`config.mk`:
```
export PLATFORM = sky130hd
export DESIGN_NAME = alu_mc_flat
export DESIGN_NICKNAME = d
export VERILOG_FILES = /design/src/rtl/alu_mc_pkg.sv /design/src/rtl/alu_mc_if.sv /design/src/rtl/alu_mc_muldiv.sv /design/src/rtl/alu_mc.sv /design/src/flat_wrapper.sv
export SDC_FILE = /design/constraint.sdc
export NUM_CORES = 1
export LEC_CHECK = 0
export BUFFER_PORTS_ARGS = -buffer_cell sky130_fd_sc_hd__buf_2
export CORE_ASPECT_RATIO = 1.75
export CORE_UTILIZATION = 45
export CTS_BUF_LIST = sky130_fd_sc_hd__clkbuf_4 sky130_fd_sc_hd__clkbuf_8
export CTS_CLUSTER_SIZE = 28
export DETAILED_ROUTE_END_ITERATION = 7
export PLACE_DENSITY = 0.61
export SYNTH_ARGS = -nofsm -noshare
export SYNTH_HDL_FRONTEND = slang
export SYNTH_SLANG_ARGS = --single-unit
```
`constraint.sdc`:
```
create_clock -name clk -period 9.4 [get_ports clk]
set_input_delay 1.41 -clock clk [delete_from_list [all_inputs] [get_ports clk]]
set_output_delay 1.41 -clock clk [all_outputs]
set_load 0.005 [all_outputs]
```
`src/rtl/alu_mc_pkg.sv`:
```
// Shared opcodes, FSM state encoding and width-independent constants for alu_mc.
package alu_mc_pkg;

  localparam int OPC_W = 4;

  localparam logic [OPC_W-1:0] OP_ADD   = 4'd0;
  localparam logic [OPC_W-1:0] OP_SUB   = 4'd1;
  localparam logic [OPC_W-1:0] OP_SLTU  = 4'd2;
  localparam logic [OPC_W-1:0] OP_SLT   = 4'd3;
  localparam logic [OPC_W-1:0] OP_SLL   = 4'd4;
  localparam logic [OPC_W-1:0] OP_OR    = 4'd5;
  localparam logic [OPC_W-1:0] OP_AND   = 4'd6;
  localparam logic [OPC_W-1:0] OP_XOR   = 4'd7;
  localparam logic [OPC_W-1:0] OP_SRL   = 4'd8;
  localparam logic [OPC_W-1:0] OP_SRA   = 4'd9;
  localparam logic [OPC_W-1:0] OP_NOR   = 4'd10;
  localparam logic [OPC_W-1:0] OP_MULTU = 4'd12;
  localparam logic [OPC_W-1:0] OP_DIVU  = 4'd13;

  typedef enum logic [1:0] {
    ST_IDLE = 2'd0,
    ST_ITER = 2'd1,
    ST_DONE = 2'd2
  } state_t;

endpackage

```
`src/rtl/alu_mc_if.sv`:
```
// Request/result bundle between the datapath control and alu_mc.
interface alu_mc_if #(parameter int WIDTH = 32);
  import alu_mc_pkg::*;

  logic             in_valid;
  logic             in_ready;
  logic [OPC_W-1:0] opcode;
  logic [WIDTH-1:0] rega;
  logic [WIDTH-1:0] regb;
  logic [WIDTH-1:0] result_lo;
  logic [WIDTH-1:0] result_hi;
  logic             zero;
  logic             ovf;
  logic             div0;
  logic             illegal;
  logic             done;

  modport master (
    output in_valid, opcode, rega, regb,
    input  in_ready, result_lo, result_hi, zero, ovf, div0, illegal, done
  );

  modport slave (
    input  in_valid, opcode, rega, regb,
    output in_ready, result_lo, result_hi, zero, ovf, div0, illegal, done
  );

endinterface

```
`src/rtl/alu_mc_muldiv.sv`:
```
// Iterative engine: WIDTH shift-add multiply steps or restoring divide steps.
// Divider datapath present only when ALU_MC_DIV_EN is defined.
module alu_mc_muldiv
  import alu_mc_pkg::*;
#(
  parameter int WIDTH = 32
) (
  input  logic             clk,
  input  logic             rst_n,
  input  logic             i_start,
  input  logic             i_div,
  input  logic [WIDTH-1:0] i_a,
  input  logic [WIDTH-1:0] i_b,
  output logic             o_last,
  output logic [WIDTH-1:0] o_lo_nxt,
  output logic [WIDTH-1:0] o_hi_nxt
);

  localparam int CW = $clog2(WIDTH) + 1;

  logic [CW-1:0]    r_cnt;
  logic [WIDTH-1:0] r_acc;
  logic [WIDTH-1:0] r_sh;
  logic [WIDTH-1:0] r_op;
  logic [WIDTH:0]   w_mul_sum;
  logic [WIDTH-1:0] w_acc_nxt;
  logic [WIDTH-1:0] w_sh_nxt;

`ifdef ALU_MC_DIV_EN
  logic             r_div;
  logic [WIDTH:0]   w_rem_sh;
  logic [WIDTH+1:0] w_rem_sub;
`else
  logic             w_unused_div;
  assign w_unused_div = i_div;
`endif

  // One step: acc:sh holds the running product (hi:lo) or remainder:quotient
  always_comb begin
    w_mul_sum = {1'b0, r_acc} + (r_sh[0] ? {1'b0, r_op} : {(WIDTH+1){1'b0}});
`ifdef ALU_MC_DIV_EN
    w_rem_sh  = {r_acc, r_sh[WIDTH-1]};
    w_rem_sub = {1'b0, w_rem_sh} - {2'b00, r_op};
    if (r_div) begin
      if (w_rem_sub[WIDTH+1]) begin
        w_acc_nxt = w_rem_sh[WIDTH-1:0];
        w_sh_nxt  = {r_sh[WIDTH-2:0], 1'b0};
      end else begin
        w_acc_nxt = w_rem_sub[WIDTH-1:0];
        w_sh_nxt  = {r_sh[WIDTH-2:0], 1'b1};
      end
    end else begin
      w_acc_nxt = w_mul_sum[WIDTH:1];
      w_sh_nxt  = {w_mul_sum[0], r_sh[WIDTH-1:1]};
    end
`else
    w_acc_nxt = w_mul_sum[WIDTH:1];
    w_sh_nxt  = {w_mul_sum[0], r_sh[WIDTH-1:1]};
`endif
  end

  // Operand load on start, then one step per cycle while the counter is nonzero
  always_ff @(posedge clk or negedge rst_n) begin
    if (!rst_n) begin
      r_cnt <= {CW{1'b0}};
      r_acc <= {WIDTH{1'b0}};
      r_sh  <= {WIDTH{1'b0}};
      r_op  <= {WIDTH{1'b0}};
`ifdef ALU_MC_DIV_EN
      r_div <= 1'b0;
`endif
    end else if (i_start) begin
      r_cnt <= CW'(WIDTH);
      r_acc <= {WIDTH{1'b0}};
`ifdef ALU_MC_DIV_EN
      r_div <= i_div;
      r_sh  <= i_div ? i_a : i_b;
      r_op  <= i_div ? i_b : i_a;
`else
      r_sh  <= i_b;
      r_op  <= i_a;
`endif
    end else if (r_cnt != {CW{1'b0}}) begin
      r_cnt <= r_cnt - CW'(1);
      r_acc <= w_acc_nxt;
      r_sh  <= w_sh_nxt;
    end
  end

  assign o_last   = (r_cnt == CW'(1));
  assign o_lo_nxt = w_sh_nxt;
  assign o_hi_nxt = w_acc_nxt;

endmodule

```
`src/rtl/alu_mc.sv`:
```
// Multi-cycle ALU: single-cycle logic/arith ops plus iterative MULTU/DIVU with HI/LO.
// Define ALU_MC_DIV_EN to implement DIVU; otherwise opcode 13 is illegal.
module alu_mc
  import alu_mc_pkg::*;
#(
  parameter int WIDTH = 32
) (
  input  logic   clk,
  input  logic   rst_n,
  alu_mc_if.slave bus
);

  localparam int SH_W = $clog2(WIDTH);

  state_t           r_state;
  state_t           w_state_nxt;
  logic             r_ready;
  logic             r_done;
  logic [WIDTH-1:0] r_lo;
  logic [WIDTH-1:0] r_hi;
  logic             r_zero;
  logic             r_ovf;
  logic             r_div0;
  logic             r_illegal;

  logic             w_accept;
  logic             w_start;
  logic             w_load;
  logic             w_finish;
  logic             w_iter_op;
  logic [SH_W-1:0]  w_shamt;
  logic [WIDTH-1:0] w_sum;
  logic [WIDTH-1:0] w_diff;
  logic [WIDTH-1:0] w_res_lo;
  logic [WIDTH-1:0] w_res_hi;
  logic             w_ovf;
  logic             w_div0;
  logic             w_illegal;
  logic             w_eng_last;
  logic [WIDTH-1:0] w_eng_lo;
  logic [WIDTH-1:0] w_eng_hi;

  assign w_accept = bus.in_valid && r_ready;
  assign w_shamt  = bus.rega[SH_W-1:0];
  assign w_sum    = bus.rega + bus.regb;
  assign w_diff   = bus.rega - bus.regb;

  // Ops that go through the iterative engine
  always_comb begin
    w_iter_op = 1'b0;
    if (bus.opcode == OP_MULTU) begin
      w_iter_op = 1'b1;
`ifdef ALU_MC_DIV_EN
    end else if ((bus.opcode == OP_DIVU) && (bus.regb != {WIDTH{1'b0}})) begin
      w_iter_op = 1'b1;
`endif
    end else begin
      w_iter_op = 1'b0;
    end
  end

  // Single-cycle result and flag computation
  always_comb begin
    w_res_lo  = {WIDTH{1'b0}};
    w_res_hi  = {WIDTH{1'b0}};
    w_ovf     = 1'b0;
    w_div0    = 1'b0;
    w_illegal = 1'b0;
    case (bus.opcode)
      OP_ADD: begin
        w_res_lo = w_sum;
        w_ovf    = (bus.rega[WIDTH-1] == bus.regb[WIDTH-1]) && (w_sum[WIDTH-1] != bus.rega[WIDTH-1]);
      end
      OP_SUB: begin
        w_res_lo = w_diff;
        w_ovf    = (bus.rega[WIDTH-1] != bus.regb[WIDTH-1]) && (w_diff[WIDTH-1] != bus.rega[WIDTH-1]);
      end
      OP_SLTU:  w_res_lo = {{(WIDTH-1){1'b0}}, (bus.rega < bus.regb)};
      OP_SLT:   w_res_lo = {{(WIDTH-1){1'b0}}, ($signed(bus.rega) < $signed(bus.regb))};
      OP_SLL:   w_res_lo = bus.regb << w_shamt;
      OP_OR:    w_res_lo = bus.rega | bus.regb;
      OP_AND:   w_res_lo = bus.rega & bus.regb;
      OP_XOR:   w_res_lo = bus.rega ^ bus.regb;
      OP_SRL:   w_res_lo = bus.regb >> w_shamt;
      OP_SRA:   w_res_lo = $unsigned($signed(bus.regb) >>> w_shamt);
      OP_NOR:   w_res_lo = ~(bus.rega | bus.regb);
      OP_MULTU: w_res_lo = {WIDTH{1'b0}};
`ifdef ALU_MC_DIV_EN
      OP_DIVU: begin
        if (bus.regb == {WIDTH{1'b0}}) begin
          w_res_lo = {WIDTH{1'b1}};
          w_res_hi = bus.rega;
          w_div0   = 1'b1;
        end else begin
          w_div0   = 1'b0;
        end
      end
`endif
      default:  w_illegal = 1'b1;
    endcase
  end

  // Next-state logic and datapath load strobes
  always_comb begin
    w_state_nxt = r_state;
    w_start     = 1'b0;
    w_load      = 1'b0;
    w_finish    = 1'b0;
    case (r_state)
      ST_IDLE: begin
        if (w_accept && w_iter_op) begin
          w_state_nxt = ST_ITER;
          w_start     = 1'b1;
        end else if (w_accept) begin
          w_state_nxt = ST_DONE;
          w_load      = 1'b1;
        end else begin
          w_state_nxt = ST_IDLE;
        end
      end
      ST_ITER: begin
        if (w_eng_last) begin
          w_state_nxt = ST_DONE;
          w_finish    = 1'b1;
        end else begin
          w_state_nxt = ST_ITER;
        end
      end
      ST_DONE: w_state_nxt = ST_IDLE;
      default: w_state_nxt = ST_IDLE;
    endcase
  end

  alu_mc_muldiv #(.WIDTH(WIDTH)) u_muldiv (
    .clk      (clk),
    .rst_n    (rst_n),
    .i_start  (w_start),
    .i_div    (bus.opcode == OP_DIVU),
    .i_a      (bus.rega),
    .i_b      (bus.regb),
    .o_last   (w_eng_last),
    .o_lo_nxt (w_eng_lo),
    .o_hi_nxt (w_eng_hi)
  );

  // State, handshake and result registers; results change only on DONE entry
  always_ff @(posedge clk or negedge rst_n) begin
    if (!rst_n) begin
      r_state   <= ST_IDLE;
      r_ready   <= 1'b0;
      r_done    <= 1'b0;
      r_lo      <= {WIDTH{1'b0}};
      r_hi      <= {WIDTH{1'b0}};
      r_zero    <= 1'b0;
      r_ovf     <= 1'b0;
      r_div0    <= 1'b0;
      r_illegal <= 1'b0;
    end else begin
      r_state <= w_state_nxt;
      r_ready <= (w_state_nxt == ST_IDLE);
      r_done  <= (w_state_nxt == ST_DONE);
      if (w_load) begin
        r_lo      <= w_res_lo;
        r_hi      <= w_res_hi;
        r_zero    <= !w_illegal && (w_res_lo == {WIDTH{1'b0}});
        r_ovf     <= w_ovf;
        r_div0    <= w_div0;
        r_illegal <= w_illegal;
      end else if (w_finish) begin
        r_lo      <= w_eng_lo;
        r_hi      <= w_eng_hi;
        r_zero    <= (w_eng_lo == {WIDTH{1'b0}});
        r_ovf     <= 1'b0;
        r_div0    <= 1'b0;
        r_illegal <= 1'b0;
      end
    end
  end

  assign bus.in_ready  = r_ready;
  assign bus.done      = r_done;
  assign bus.result_lo = r_lo;
  assign bus.result_hi = r_hi;
  assign bus.zero      = r_zero;
  assign bus.ovf       = r_ovf;
  assign bus.div0      = r_div0;
  assign bus.illegal   = r_illegal;

endmodule

```
`src/flat_wrapper.sv`:
```
// flat-port wrapper written by rule: the top's interface ports become plain ports
module alu_mc_flat import alu_mc_pkg::*;
#(
  parameter int WIDTH = 32
)
  (clk, rst_n, bus_in_valid, bus_opcode, bus_rega, bus_regb, bus_in_ready, bus_result_lo, bus_result_hi, bus_zero, bus_ovf, bus_div0, bus_illegal, bus_done);
  alu_mc_if #(.WIDTH(WIDTH)) bus_i ();
  input  logic clk;
  input  logic rst_n;
  input wire logic [$bits(bus_i.in_valid)-1:0] bus_in_valid;
  input wire logic [$bits(bus_i.opcode)-1:0] bus_opcode;
  input wire logic [$bits(bus_i.rega)-1:0] bus_rega;
  input wire logic [$bits(bus_i.regb)-1:0] bus_regb;
  output wire logic [$bits(bus_i.in_ready)-1:0] bus_in_ready;
  output wire logic [$bits(bus_i.result_lo)-1:0] bus_result_lo;
  output wire logic [$bits(bus_i.result_hi)-1:0] bus_result_hi;
  output wire logic [$bits(bus_i.zero)-1:0] bus_zero;
  output wire logic [$bits(bus_i.ovf)-1:0] bus_ovf;
  output wire logic [$bits(bus_i.div0)-1:0] bus_div0;
  output wire logic [$bits(bus_i.illegal)-1:0] bus_illegal;
  output wire logic [$bits(bus_i.done)-1:0] bus_done;
  assign bus_i.in_valid = bus_in_valid;
  assign bus_i.opcode = bus_opcode;
  assign bus_i.rega = bus_rega;
  assign bus_i.regb = bus_regb;
  assign bus_in_ready = bus_i.in_ready;
  assign bus_result_lo = bus_i.result_lo;
  assign bus_result_hi = bus_i.result_hi;
  assign bus_zero = bus_i.zero;
  assign bus_ovf = bus_i.ovf;
  assign bus_div0 = bus_i.div0;
  assign bus_illegal = bus_i.illegal;
  assign bus_done = bus_i.done;
  alu_mc #(.WIDTH(WIDTH)) u_core (.clk(clk), .rst_n(rst_n), .bus(bus_i));
endmodule
```
==> impl_metrics.toml <==
[status]
status = "completed"

[yosys]
synth_area_per_cell_sq_um = 7.77
yosysWarnings = 0
syn_area_sq_mm = 0.0186
synth_most_common_cell = "nand2_1"
synth_top_area_share_pct = 23.3
synth.distinct_cells = 96
synth_ff_type = "dfrtp_1"
syn-num-nets = 2602
synth_edf_count = 0
ys_seq_area_share_pct = 23.3
synth_area_leaders = "dfrtp_1 (23%), ha_1 (8.9%), nand2_1 (6.9%), mux4_2 (5.6%), a21oi_1 (4.3%)"
ys_seq_elements = 173
synth.top_cells.by_count = "nand2_1 (340), nor2_1 (198), dfrtp_1 (173)"
yosys.area.top_type = "dfrtp_1"
async_reset_ff_share_pct = 100
syn_inst = 2395

[floorplanning]
dieArea_sq_mm = 0.0422
boundaryPins = 141
start_util_pct = 45.6
die_h_um = 271
chipWidth_um = 156
rows = 98
core_area_sq_mm = 0.0408

[global_route]
grt_overflow_total = 0
antenna_found_initial = 2
grt.total_usage_pct = 41.4
grt_pass1_vias = 19900
grt_max_degree = 103
grt_pass1_wl_um = 128000

[routing]
drtIter0Drc = 1781
wl_met2_um = 41900
ant_nets = 0
dr_wl_met3_um = 5610
vias = 20100
wl_per_cell_um = 29.3
wl_um = 87100
drc = 0
topRoutingLayerUsed = "met4"
wl_met1_um = 30700
vias_per_cell = 6.76
drtPass1Iterations = 6

[timing]
fmax_mhz = 155
drv_slew = 0
hold_violations = 0
finClkSkew_ns = 0.0193
fin_ws_ns = 2.93
rsz0062_at_grt = "no"
setup_tns_ns = 0
finalSetupViolCount = 0
worstMarginPinSlew_ns = 1.43
timing.hold.ws_ns = 0.477
relSlewSlack_pct = 4.70
timing.final.crit_share_pct = 68.8
period_needed_ns = 6.47

[clock_network]
cts_tree = "done"
post_cts_resized = 0
clock_tree.root_cell = "clkbuf_8"
htreeDepth = 4
cts_hold_buf = 0
clk_latency_ns = 0.49
cts_sinks = 173
cts_buffers = 17
clkTransAtPathRegs_ns = 0.10
cts_setup_buffers = 0
clock_path_buffers = 2

[setup_path]
start_kind = "primary input"
critPathMaxFanout = 42
r2r_end = "u_core.bus.result_hi[30]"
r2r_slack_ns = 4.79
crit_end = "u_core.bus.zero"
critical_path_class = "in2reg"
r2r-start = "u_core.u_muldiv.r_sh[0]"
reg2regPathDepth = 13
cp.required_ns = 9.79
endpoint_kind = "register"
startpoint = "bus_rega[0]"
crit_arrival_ns = 6.86

[layout]
drive_gt1_share_pct = 13.3
nets = 2614
syn_to_final_growth_pct = 7.33

[place]
io_buffers = 139
dp.final_hpwl_um = 67200
dp_slack_ns = 2.65
place_congestion = 1.06

[worst_hold_path]
hold_path_class = "reg2reg"

[pwr]
power_leakage_nw = 9.03
intPower_w = 0.00183
swShare_pct = 46.2
seqPwrFrac_pct = 35.6
ir_drop_uv = 150
p_sw_w = 0.00157
combPwrFrac_pct = 48.4
power_frac_clock_pct = 16.0
power_w = 0.00339
powerDensity_mw_per_mm2 = 170

[flow_run]
drv_cap = 0
-- how the worst min path moves through the flow --
stage / from / endpoint / slack (ns) / cells after the start
2_1_floorplan: u_core.u_muldiv.r_op[31] / u_core.u_muldiv.r_op[31] / 0.44 / 2
3_3_place_gp: u_core.u_muldiv.r_op[20] / u_core.u_muldiv.r_op[20] / 0.45 / 2
3_5_place_dp: u_core.u_muldiv.r_op[3] / u_core.u_muldiv.r_op[3] / 0.46 / 2
4_1_cts: u_core.u_muldiv.r_op[18] / u_core.u_muldiv.r_op[18] / 0.48 / 2
5_1_grt: u_core.u_muldiv.r_op[16] / u_core.u_muldiv.r_op[16] / 0.50 / 2
6_report: u_core.u_muldiv.r_op[3] / u_core.u_muldiv.r_op[3] / 0.48 / 2
-- layer usage --
layer	vias to the layer above	track usage, %
met5	-	0
met4	0	35.6
met3	361	5.99
met2	1064	70.2
met1	9828	45.0
li1	8831	-
-- power by group through the flow --
stage	combinational [W]	clock, W	sequential [W]
2_1_floorplan	0.00109	0	0.00113
3_3_place_gp	0.00160	0	0.00121
3_5_place_dp	0.00161	0	0.00122
4_1_cts	0.00162	0.000551	0.00121
5_1_grt	0.00179	0.000581	0.00124
6_report	0.00164	0.000541	0.00121
-- kinds of logic after synthesis --
group,count (synthesis),share of synthesized area (%)
simple gates,881,22.2
compound gates,737,26.4
buf+inv,294,6.51
flops,173,23.3
fa+ha+maj,137,9.32
mux,134,10.5
xor+xnor,38,1.79
other cells,1,0.0201
-- critical path, stage by stage --
cell and delay, ns:
buf_4 0.53, inv_1 0.35, ha_1 0.37, inv_1 0.10, fa_1 0.18, nor2b_1 0.22
o2111ai_1 0.18, a31oi_1 0.64, a2bb2oi_1 0.37, a31oi_1 0.37, a21oi_1 0.18, a2111oi_0 0.76
nand4_1 0.17, nor4_1 0.59, nand4b_1 0.19, o31ai_2 0.24
-- area by class of cell --
type                    count  area, sq um
repair buffers            178          997
fillers                  4175        20900
well taps                 550          688
multi-input cells        1928        13100
clock buffers              19          255
clock inverters            13          146
diodes                      2         5.00
flip-flops and latches    173         4330
inverters                 109          409
-- sequential cells by signal, summed over array words and instances (netlist names) --
| register | flops |
|---|---|
| u_core.bus.done | 1 |
| u_core.bus.illegal | 1 |
| u_core.bus.in_ready | 1 |
| u_core.bus.ovf | 1 |
| u_core.bus.result_hi | 32 |
| u_core.bus.result_lo | 32 |
| u_core.bus.zero | 1 |
| u_core.r_state | 2 |
| u_core.u_muldiv.r_acc | 32 |
| u_core.u_muldiv.r_cnt | 6 |
| u_core.u_muldiv.r_op | 32 |
| u_core.u_muldiv.r_sh | 32 |
-- cell usage in the layout (no fill, tap or decap), types with 13 or more instances in the layout --
master / n
buf_4: 40
a211oi_1: 28
a22oi_1: 52
nand3_1: 77
nor3_1: 35
a221oi_1: 21
ha_1: 133
xnor2_1: 26
nand2b_1: 24
dfrtp_1: 173
o22ai_1: 21
inv_1: 105
nor2b_1: 17
o21ai_0: 148
a21oi_1: 161
nor4_1: 24
mux2_2: 24
a31oi_1: 57
clkbuf_8: 18
o31ai_1: 13
and2_1: 51
o2111ai_1: 14
mux4_2: 46
o21a_1: 14
nor2_1: 197
a21o_1: 39
mux2i_1: 62
nand4_1: 28
o211ai_1: 32
nand2_1: 338
buf_2: 137
-- per-stage QoR --
step	std cells	cell area [sq um]	util, %
finish	2972	20000	48.9
global route	2971	20000	48.9
CTS	2970	20000	48.9
detailed placement	2938	19600	47.9
global placement	2938	19600	47.9
floorplan	2395	18600	-
(Power assumes the default switching activity.)
